## src/rtl/multi_chan_edge_seq_pkg.sv

```systemverilog
// Shared types and helpers for the multi-channel edge sequencer.
// The saturating increment works on a fixed 8-bit container; callers cast to their own width.
package multi_chan_edge_seq_pkg;

  typedef enum logic [1:0] {
    IDLE = 2'b00,
    ARM  = 2'b01,
    FIRE = 2'b10,
    HOLD = 2'b11
  } chan_state_e;

  localparam int unsigned MaxCntW = 8;

  function automatic logic [MaxCntW-1:0] sat_inc(input logic [MaxCntW-1:0] val,
                                                 input logic [MaxCntW-1:0] max_val);
    return (val >= max_val) ? max_val : val + MaxCntW'(1);
  endfunction

endpackage

```

## src/rtl/edge_seq_chan.sv

```systemverilog
// One sequencer channel: arm on a rising enable, fire when qualified by data,
// then hold off for HOLD_CYC cycles while keeping a saturating event count.
module edge_seq_chan
  import multi_chan_edge_seq_pkg::*;
#(
  parameter int unsigned CNT_W    = 4,
  parameter int unsigned HOLD_CYC = 3
) (
  input  logic             clk_i,
  input  logic             rst_ni,
  input  logic             en_i,
  input  logic             rise_i,
  input  logic             data_i,
  input  logic             clr_i,
  output logic [1:0]       state_o,
  output logic             fire_o,
  output logic [CNT_W-1:0] cnt_o,
  output logic             err_local_o
);

  localparam logic [CNT_W-1:0] CntMax   = {CNT_W{1'b1}};
  localparam logic [CNT_W-1:0] HoldLoad = CNT_W'(HOLD_CYC);

  chan_state_e      state_q;
  logic [CNT_W-1:0] cnt_q;
  logic [CNT_W-1:0] hold_q;

  always_ff @(posedge clk_i or negedge rst_ni) begin
    if (!rst_ni) begin
      state_q <= IDLE;
      cnt_q   <= '0;
      hold_q  <= '0;
    end else if (clr_i) begin
      state_q <= IDLE;
      cnt_q   <= '0;
      hold_q  <= '0;
    end else begin
      unique case (state_q)
        IDLE: begin
          if (rise_i) state_q <= ARM;
        end
        ARM: begin
          if (data_i) begin
            state_q <= FIRE;
          end else if (!en_i) begin
            state_q <= IDLE;
          end
        end
        FIRE: begin
          // The count is committed on leaving FIRE so a clear in the FIRE cycle suppresses it.
          cnt_q   <= CNT_W'(sat_inc(MaxCntW'(cnt_q), MaxCntW'(CntMax)));
          hold_q  <= HoldLoad;
          state_q <= HOLD;
        end
        HOLD: begin
          if (hold_q <= CNT_W'(1)) begin
            hold_q  <= '0;
            state_q <= IDLE;
          end else begin
            hold_q <= hold_q - CNT_W'(1);
          end
        end
        default: state_q <= IDLE;
      endcase
    end
  end

  assign state_o     = state_q;
  assign fire_o      = (state_q == FIRE);
  assign cnt_o       = cnt_q;
  assign err_local_o = ((state_q == IDLE) || (state_q == ARM)) && (hold_q != '0);

endmodule

```

## src/rtl/multi_chan_edge_seq.sv

```systemverilog
// NCH independent edge sequencers with a shared edge-detect register, a
// run-time strobe selector and a sticky error flag.
module multi_chan_edge_seq
  import multi_chan_edge_seq_pkg::*;
#(
  parameter  int unsigned NCH      = 4,
  parameter  int unsigned CNT_W    = 4,
  parameter  int unsigned HOLD_CYC = 3,
  localparam int unsigned SEL_W    = (NCH > 1) ? $clog2(NCH) : 1
) (
  input  logic                 i_clk,
  input  logic                 i_rst_n,
  input  logic [NCH-1:0]       i_ens,
  input  logic [NCH-1:0]       i_data,
  input  logic                 i_clr,
  input  logic [SEL_W-1:0]     i_sel,
  output logic [2*NCH-1:0]     o_state,
  output logic [NCH-1:0]       o_fire,
  output logic [CNT_W*NCH-1:0] o_cnt,
  output logic                 o_sel_fire,
  output logic                 o_err
);

  logic [NCH-1:0] en_q;
  logic [NCH-1:0] rise;
  logic [NCH-1:0] err_local;
  logic           err_q;
  logic           sel_fire;
  logic           sel_ok;

  assign rise = i_ens & ~en_q;

  for (genvar k = 0; k < NCH; k++) begin : g_chan
    edge_seq_chan #(
      .CNT_W   (CNT_W),
      .HOLD_CYC(HOLD_CYC)
    ) u_chan (
      .clk_i      (i_clk),
      .rst_ni     (i_rst_n),
      .en_i       (i_ens[k]),
      .rise_i     (rise[k]),
      .data_i     (i_data[k]),
      .clr_i      (i_clr),
      .state_o    (o_state[2*k +: 2]),
      .fire_o     (o_fire[k]),
      .cnt_o      (o_cnt[CNT_W*k +: CNT_W]),
      .err_local_o(err_local[k])
    );
  end

  // Selectors past the last channel (non-power-of-two NCH) route nothing and flag an error.
  always_comb begin
    sel_fire = 1'b0;
    sel_ok   = 1'b0;
    for (int k = 0; k < NCH; k++) begin
      if (i_sel == SEL_W'(k)) begin
        sel_fire = o_fire[k];
        sel_ok   = 1'b1;
      end
    end
  end

  always_ff @(posedge i_clk or negedge i_rst_n) begin
    if (!i_rst_n) begin
      en_q  <= '0;
      err_q <= 1'b0;
    end else begin
      en_q <= i_ens;
      if (i_clr) begin
        err_q <= 1'b0;
      end else if (!sel_ok || (|err_local)) begin
        err_q <= 1'b1;
      end
    end
  end

  assign o_sel_fire = sel_fire;
  assign o_err      = err_q;

endmodule

```

## config.mk

```make
export PLATFORM = sky130hd
export DESIGN_NAME = multi_chan_edge_seq
export DESIGN_NICKNAME = d
export VERILOG_FILES = /design/src/rtl/multi_chan_edge_seq_pkg.sv /design/src/rtl/edge_seq_chan.sv /design/src/rtl/multi_chan_edge_seq.sv
export SDC_FILE = /design/constraint.sdc
export NUM_CORES = 1
export LEC_CHECK = 0
export BUFFER_PORTS_ARGS = -buffer_cell sky130_fd_sc_hd__clkbuf_2
export CAP_MARGIN = 20
export CORE_AREA = 2 2 115 84
export DETAILED_ROUTE_END_ITERATION = 10
export DIE_AREA = 0 0 117 86
export PLACE_DENSITY = 0.54
export SYNTH_ARGS = -nofsm -noshare
export SYNTH_HDL_FRONTEND = slang
export SYNTH_SLANG_ARGS = --single-unit
```

## constraint.sdc

```tcl
create_clock -name i_clk -period 2.5 [get_ports i_clk]
set_input_delay 0.125 -clock i_clk [delete_from_list [all_inputs] [get_ports i_clk]]
set_output_delay 0.125 -clock i_clk [all_outputs]
set_load 0.005 [all_outputs]
```

Word-level counts from Yosys, hierarchy flattened. Cells that the tools add are included.

Memories: 0. Output and inout bits: 30. ROM bits: 0. Bits of input ports: 13. Latch bits: 0. Register bits after elaboration: 45. Bits in writable memories: 0.

Mux-type cells: 58. Bitwise gates (word level): 2. Add/sub/neg operators: 8. $lt $le $gt $ge: 8. Divide/modulo/power cells: 0. Shift operators: 0. Eq/ne operators: 27. $mul: 0. Reduce and logical (&&, ||, !) cells: 33.

Operator list (number): $mux 4 (20); $mux 2 (20); $pmux 2 s4 (4); $pmux 4 s2 (4); $eq 2x2->1 const B (10); $add 4x1->4 const B (4); $ge 4x4->1 const B (4); $le 4x1->1 const B (4); $ne 4x4->1 const B (4); $reduce_bool 4->1 (4); $sub 4x1->4 const B (4); $ne 3x2->1 const B (4); $ne 3x3->1 const B (4); $reduce_and 3->1 (4); $reduce_bool 3->1 (4); $eq 2x1->1 const B (5); $logic_not 2->1 (5); $mux 1 (10); $reduce_bool 2->1 (5); $logic_or 1x1->1 (5); $and 4x4->4 (1); $logic_and 1x1->1 (4); $not 4->4 (1); $reduce_or 4->1 (1); $logic_not 1->1 (1).

Depth between registers and ports, before layout.
Depth in word-level cells: 9. Mapped depth: 5. Mapped depth without buffers: 5.

By module. A second synthesis with hierarchy kept.

Cells, all modules: 261. Area total of the unflattened synthesis: 2678.8 µm².

Modules (own cells, without submodules): edge_seq_chan (area each 623.1 µm², instances 4, cells each 62); multi_chan_edge_seq (area each 186.4 µm², instances 1, cells each 13).

Worst setup path before layout. Ideal clock, no wire load.

Kind: register -> register. Start point: reg g_chan[3].u_chan.hold_q[0]. End point: reg err_q, in the netlist o_err. Arrival time: 1.154 ns. Library setup time: 0.129 ns. Slack: 1.217 ns. Buffers on the path: 0. Cell stages (with the launch flop): 6. Period minus slack after synthesis: 1.283 ns. Cell sequence: dfrtp_1 > inv_1 > ha_1 > nor3b_1 > o22ai_1 > o41a_1.

Word-level cells in the longest chain between the ends: 5.

Ends and longest elaborated chain: start, declared (RTL line edge_seq_chan.sv:26) `logic [CNT_W-1:0] hold_q;`; start signal, assigned (RTL line edge_seq_chan.sv:52) `hold_q <= HoldLoad;`; start signal, assigned (RTL line edge_seq_chan.sv:60) `hold_q <= hold_q - CNT_W'(1);`; $reduce_bool 4->1 (RTL line edge_seq_chan.sv:71) `assign err_local_o = ((state_q == IDLE) || (state_q == ARM)) && (hold_q != '0);`; $logic_and 1x1->1 (RTL line edge_seq_chan.sv:71); $reduce_or 4->1 (RTL line multi_chan_edge_seq.sv:71) `end else if (!sel_ok || (|err_local)) begin`; $logic_or 1x1->1 (RTL line multi_chan_edge_seq.sv:71); $reduce_bool 2->1 (no source line); end signal, assigned (RTL line multi_chan_edge_seq.sv:66) `err_q <= 1'b0;`; end signal, assigned (RTL line multi_chan_edge_seq.sv:70) `err_q <= 1'b0;`; end signal, assigned (RTL line multi_chan_edge_seq.sv:72) `err_q <= 1'b1;`; end, declared (RTL line multi_chan_edge_seq.sv:27) `logic err_q;`.

Every way passes these cells. A chain may end at the register's enable or synchronous reset.

Final worst setup path.
Start point: reg g_chan[2].u_chan.state_q[0]. End point: out o_sel_fire.

Word-level cells in the longest chain between the ends: 3.

Ends and longest elaborated chain: start, declared (RTL line edge_seq_chan.sv:24) `chan_state_e state_q;`; start signal, assigned (RTL line edge_seq_chan.sv:30) `state_q <= IDLE;`; start signal, assigned (RTL line edge_seq_chan.sv:34) `state_q <= IDLE;`; start signal, assigned (RTL line edge_seq_chan.sv:40) `if (rise_i) state_q <= ARM;`; $eq 2x2->1 (RTL line edge_seq_chan.sv:69) `assign fire_o = (state_q == FIRE);`; $mux 1 (2 in a row) (RTL line multi_chan_edge_seq.sv:56) `if (i_sel == SEL_W'(k)) begin`; end, declared (RTL line multi_chan_edge_seq.sv:20) `output logic o_sel_fire,`.

Every way passes these cells.

==> summary.txt <==
Placed design
  • Total of buffers placed on input and output ports: 42
  • Estimated wirelength of the detail-placed design: 3.95 mm
  • Gp weighted congestion: 0.806

Synthesis
  • Dominant combinational cell family by area after synthesis: simple AND/OR/NAND/NOR gates
  • Syn Inst Count: roughly 260
  • Post-synth cell types: 37
  • Yosys top cell area share: 0.430
  • Fraction of the mapped netlist area in simple logic gates: 0.215
  • Synthesized-area fraction occupied by adder cells: 0.0764
  • Number of synthesized flops with an enable pin: 0
  • Synthesized area: between 2000 and 3000 um2
  • Syn nets: between 200 and 300
  • Sequential area share after synthesis: 0.430
  • Synth Area in XOR/XNOR: 0.00334
  • Avg Inst Size Synth: slightly below 10 um2
  • Fraction of the mapped netlist area in compound gates: 0.189
  • Multiplexer share of the synthesized area: 0.0201
  • Largest area contributor in the netlist: sky130_fd_sc_hd__dfrtp_1
  • Post-synth ARST share: 1.00
  • Number of register bits inferred by synthesis: 45
  • Number of warning messages in the yosys log: 0
  • Synth area leaders: sky130_fd_sc_hd__dfrtp_1 43%, sky130_fd_sc_hd__ha_1 7.6%, sky130_fd_sc_hd__a311oi_1 5.0%, sky130_fd_sc_hd__nor2b_1 3.6%, sky130_fd_sc_hd__and4b_1 3.4%
  • Top_reg_cell synth: sky130_fd_sc_hd__dfrtp_1

Global route
  • Via count of the first global-routing pass: slightly above 2000
  • Sum of overflow across all layers after global routing: 0
  • Maximum number of pins on one net before global-route repair: 44
  • Gr usage total: 0.119
  • Number of antenna violations at the first check in global routing: 0
  • First-pass GRT wire length: roughly 9.5 mm

STA
  • Unrepaired setup endpoints after global routing: false
  • Fmax: 517 MHz
  • Remaining max-slew budget at the tightest pin: 0.378
  • Skew final: 0.0105 ns
  • Fraction of the cycle the final worst path needs: 0.774
  • Measured slew at the worst slew-check pin: around 0.93 ns
  • Time the worst path needs with I/O delays and setup: approximately 1.9 ns
  • Count of endpoints failing hold in the final timing report: 0
  • Final Max Slew Viols: 0
  • Setup TNS Final: 0 ns
  • Number of setup violations in the final report: 0

Detailed routing
  • Wire per inst: 13.5 um
  • Drt first pass iters: 4
  • Number of antenna-violating nets in the routed design: 0
  • Number of remaining DRC errors: 0
  • Vias after detailed routing: roughly 2100
  • Wire length reported by the detailed router: between 5 and 6 mm
  • Violation count after the first detailed-route iteration: 100
  • Via density per instance: about 4.9

Layout
  • Post-layout net count: between 300 and 400
  • Combined area of the multi-input logic cells: between 1000 and 1500 um2
  • Share of final-layout standard cells stronger than drive strength 1: 0.220
  • Area growth from synthesis to layout: 18.4%
  • Antenna fix cells: 0
  • Sequential cell area: between 1000 and 1500 um2
  • Count of fill cells added during filler insertion: 905

CTS
  • Number of buffers on the longest clock path: 2
  • Maximum level of the CTS H-tree: 2
  • Buffers inserted during post-CTS setup optimization: 0
  • CTS Root Buffer Type: sky130_fd_sc_hd__clkbuf_16
  • Clock tree from TritonCTS: yes
  • Number of buffers created by CTS: 5
  • Skew-Pair Late Insertion Delay: around 0.30 ns
  • Post-CTS clock slew at the launch and capture registers of the worst setup and hold paths: 0.07 ns
  • Number of clock sinks: 45

Floorplan
  • Die outline height: between 80 and 90 um
  • DIE AREA: around 10000 um2
  • Row count: 29
  • I/O pin total: 43
  • Placeable core region: just under 9000 um2
  • Effective utilization at floorplan: 0.295
  • Die Width: between 100 and 150 um

Flow run
  • Max-cap check violation count: 0

Power
  • Fraction of power spent switching nets: 0.288
  • Internal cell power: 1.26 mW
  • Net switching power of the design: about 0.51 mW
  • Flop pwr share: 0.461
  • Clock share of power: 0.396
  • Worst-case vdd ir drop: 216 uV
  • Combinational share of power: 0.142
  • Total power per unit cell area: approximately 570 nW/um2
  • Leakage component of the power: 1.40 nW
  • Total power draw: around 1.8 mW

Run status
  • Outcome: finished, final reports clean

Worst hold path
  • End point of the most critical hold path: g_chan[1].u_chan.state_o[1]
  • Hold Path Depth: 3
  • Launch point of the worst hold path: i_data[1]
  • Class of the worst hold path: input pin to flop

Setup path
  • Critical Path End Type: output port
  • Startpoint types: flop
  • CP Cell Sequence: nor2b_1, mux4_2, clkbuf_2
  • Worst Reg-to-Reg Cells: 3
  • Highest cell delay on the worst timing path: approximately 0.56 ns
  • Arrival time of data at the critical path endpoint: 1.81 ns
  • Reg-to-reg setup timing slack: between 0.9 and 1 ns
  • Terminus of the critical flop-to-flop path: g_chan[2].u_chan.cnt_o[3]
  • CP Data Required Time: around 2.4 ns
  • Library cell contributing the largest single delay on the critical path: sky130_fd_sc_hd__nor2b_1
  • Worst-path fanout max: 10
  • Critical path type: flop to output port
  • Worst flop-to-flop path startpoint: g_chan[2].u_chan.state_o[0]
## worst max path at each step
stage | cells after the start | endpoint | start | slack [ns]
after CTS | 3 | o_sel_fire | g_chan[2].u_chan.state_o[0] | 0.55
after detailed placement | 3 | o_sel_fire | g_chan[2].u_chan.state_o[0] | 0.88
after global placement | 3 | o_sel_fire | g_chan[2].u_chan.state_o[0] | 0.92
after global routing | 3 | o_sel_fire | g_chan[2].u_chan.state_o[0] | 0.47
final | 3 | o_sel_fire | g_chan[2].u_chan.state_o[0] | 0.56
after floorplan | 5 | o_err | g_chan[3].u_chan.hold_q[0] | 1.22
## state kept, by name, summed over array words and instances, names as in the netlist
signal                 cells
en_q                       4
g_chan.u_chan.cnt_o       16
g_chan.u_chan.hold_q      16
g_chan.u_chan.state_o      8
o_err                      1
## cell families after synthesis
kind of cell               count (synthesis)
AOI/OAI and AO/OA                         71
xor gates and xnor gates                   1
adders and majority gates                 16
buffers and inverters                     34
DFF                                       45
muxes                                      4
and+or+nand+nor                           93
## power groups by stage
stage                     Combinational [mW]  Sequential, mW  Clock [mW]
after floorplan                        0.175           0.815           0
after global placement                 0.247           0.831           0
after detailed placement               0.249           0.832           0
after CTS                              0.257           0.818       0.723
after global routing                   0.288           0.827       0.753
final                                  0.252           0.819       0.703
## placed cells by master, fill, tap and decap left out, types with 7 or more instances in the layout
cell type                   n
sky130_fd_sc_hd__clkbuf_2  42
sky130_fd_sc_hd__dfrtp_1   45
sky130_fd_sc_hd__o21ai_0   13
sky130_fd_sc_hd__a21oi_1   16
sky130_fd_sc_hd__nor2_1    24
sky130_fd_sc_hd__inv_1     17
sky130_fd_sc_hd__nor2b_1   15
sky130_fd_sc_hd__o21bai_1   7
sky130_fd_sc_hd__and4b_1    9
sky130_fd_sc_hd__a311oi_1  15
sky130_fd_sc_hd__nor3_1    11
sky130_fd_sc_hd__ha_1      16
## cell type report
type                       instances  share of cell area
multi-input combinational        185               0.426
clock inverter                     3             0.00928
tap                              124              0.0500
timing repair buffer              50              0.0912
clock buffer                       5              0.0403
sequential                        45               0.363
inverter                          17              0.0206
## cells in the mapped netlist (3+ instances only)
cell                       instances
sky130_fd_sc_hd__o21ai_0          13
sky130_fd_sc_hd__nor2b_1          15
sky130_fd_sc_hd__o21bai_1          7
sky130_fd_sc_hd__dfrtp_1          45
sky130_fd_sc_hd__nand2b_1          5
sky130_fd_sc_hd__and4_1            3
sky130_fd_sc_hd__mux2i_1           3
sky130_fd_sc_hd__clkbuf_1          9
sky130_fd_sc_hd__nand2_1           4
sky130_fd_sc_hd__o41ai_1           3
sky130_fd_sc_hd__and4b_1           9
sky130_fd_sc_hd__or3b_2            3
sky130_fd_sc_hd__nand3_1           4
sky130_fd_sc_hd__a41oi_1           3
sky130_fd_sc_hd__ha_1             16
sky130_fd_sc_hd__a311oi_1         15
sky130_fd_sc_hd__inv_1            17
sky130_fd_sc_hd__nor3_1           11
sky130_fd_sc_hd__buf_6             4
sky130_fd_sc_hd__o31ai_1           4
sky130_fd_sc_hd__nor2_1           24
sky130_fd_sc_hd__a31oi_1           4
sky130_fd_sc_hd__nand3b_1          3
sky130_fd_sc_hd__a21oi_1          16
sky130_fd_sc_hd__or2_2             5
sky130_fd_sc_hd__buf_4             4
## through the flow
| stage | instance area [um2] | instances | utilization | hold slack [ns] | setup slack [ns] |
|---|---|---|---|---|---|
| finish | 3100 | 429 | 0.349 | 0.0948 | 0.565 |
| global route | 3100 | 429 | 0.349 | 0.110 | 0.474 |
| CTS | 3100 | 429 | 0.349 | 0.0890 | 0.553 |
| detailed placement | 2900 | 416 | 0.326 | 0.0207 | 0.881 |
| global placement | 2900 | 416 | 0.326 | 0.0293 | 0.925 |
| floorplan | 2620 | 264 | - | -0.171 | 1.22 |
## routing by layer
metal / vias up / track usage / share of wire
met3: 8 / 0.0304 / 0.032
met4: 0 / 0.0417 / 0.012
met1: 1016 / 0.164 / 0.52
met5: - / 0 / 0
li1: 1046 / - / -
met2: 29 / 0.182 / 0.44
## worst max-delay path, delay by kind of cell (launching register included)
kind | cells | cell delay, ns
flops | 1 | 0.48
simple gates | 1 | 0.56
buf+inv | 1 | 0.10
mux | 1 | 0.37
## timing repair
action,in CTS,in global routing
endpoints found under the hold margin,14,0
hold buffers,5,0
setup endpoints to repair,0,0
resized for setup,0,0
Note: power is estimated with default switching activity, not from simulation.
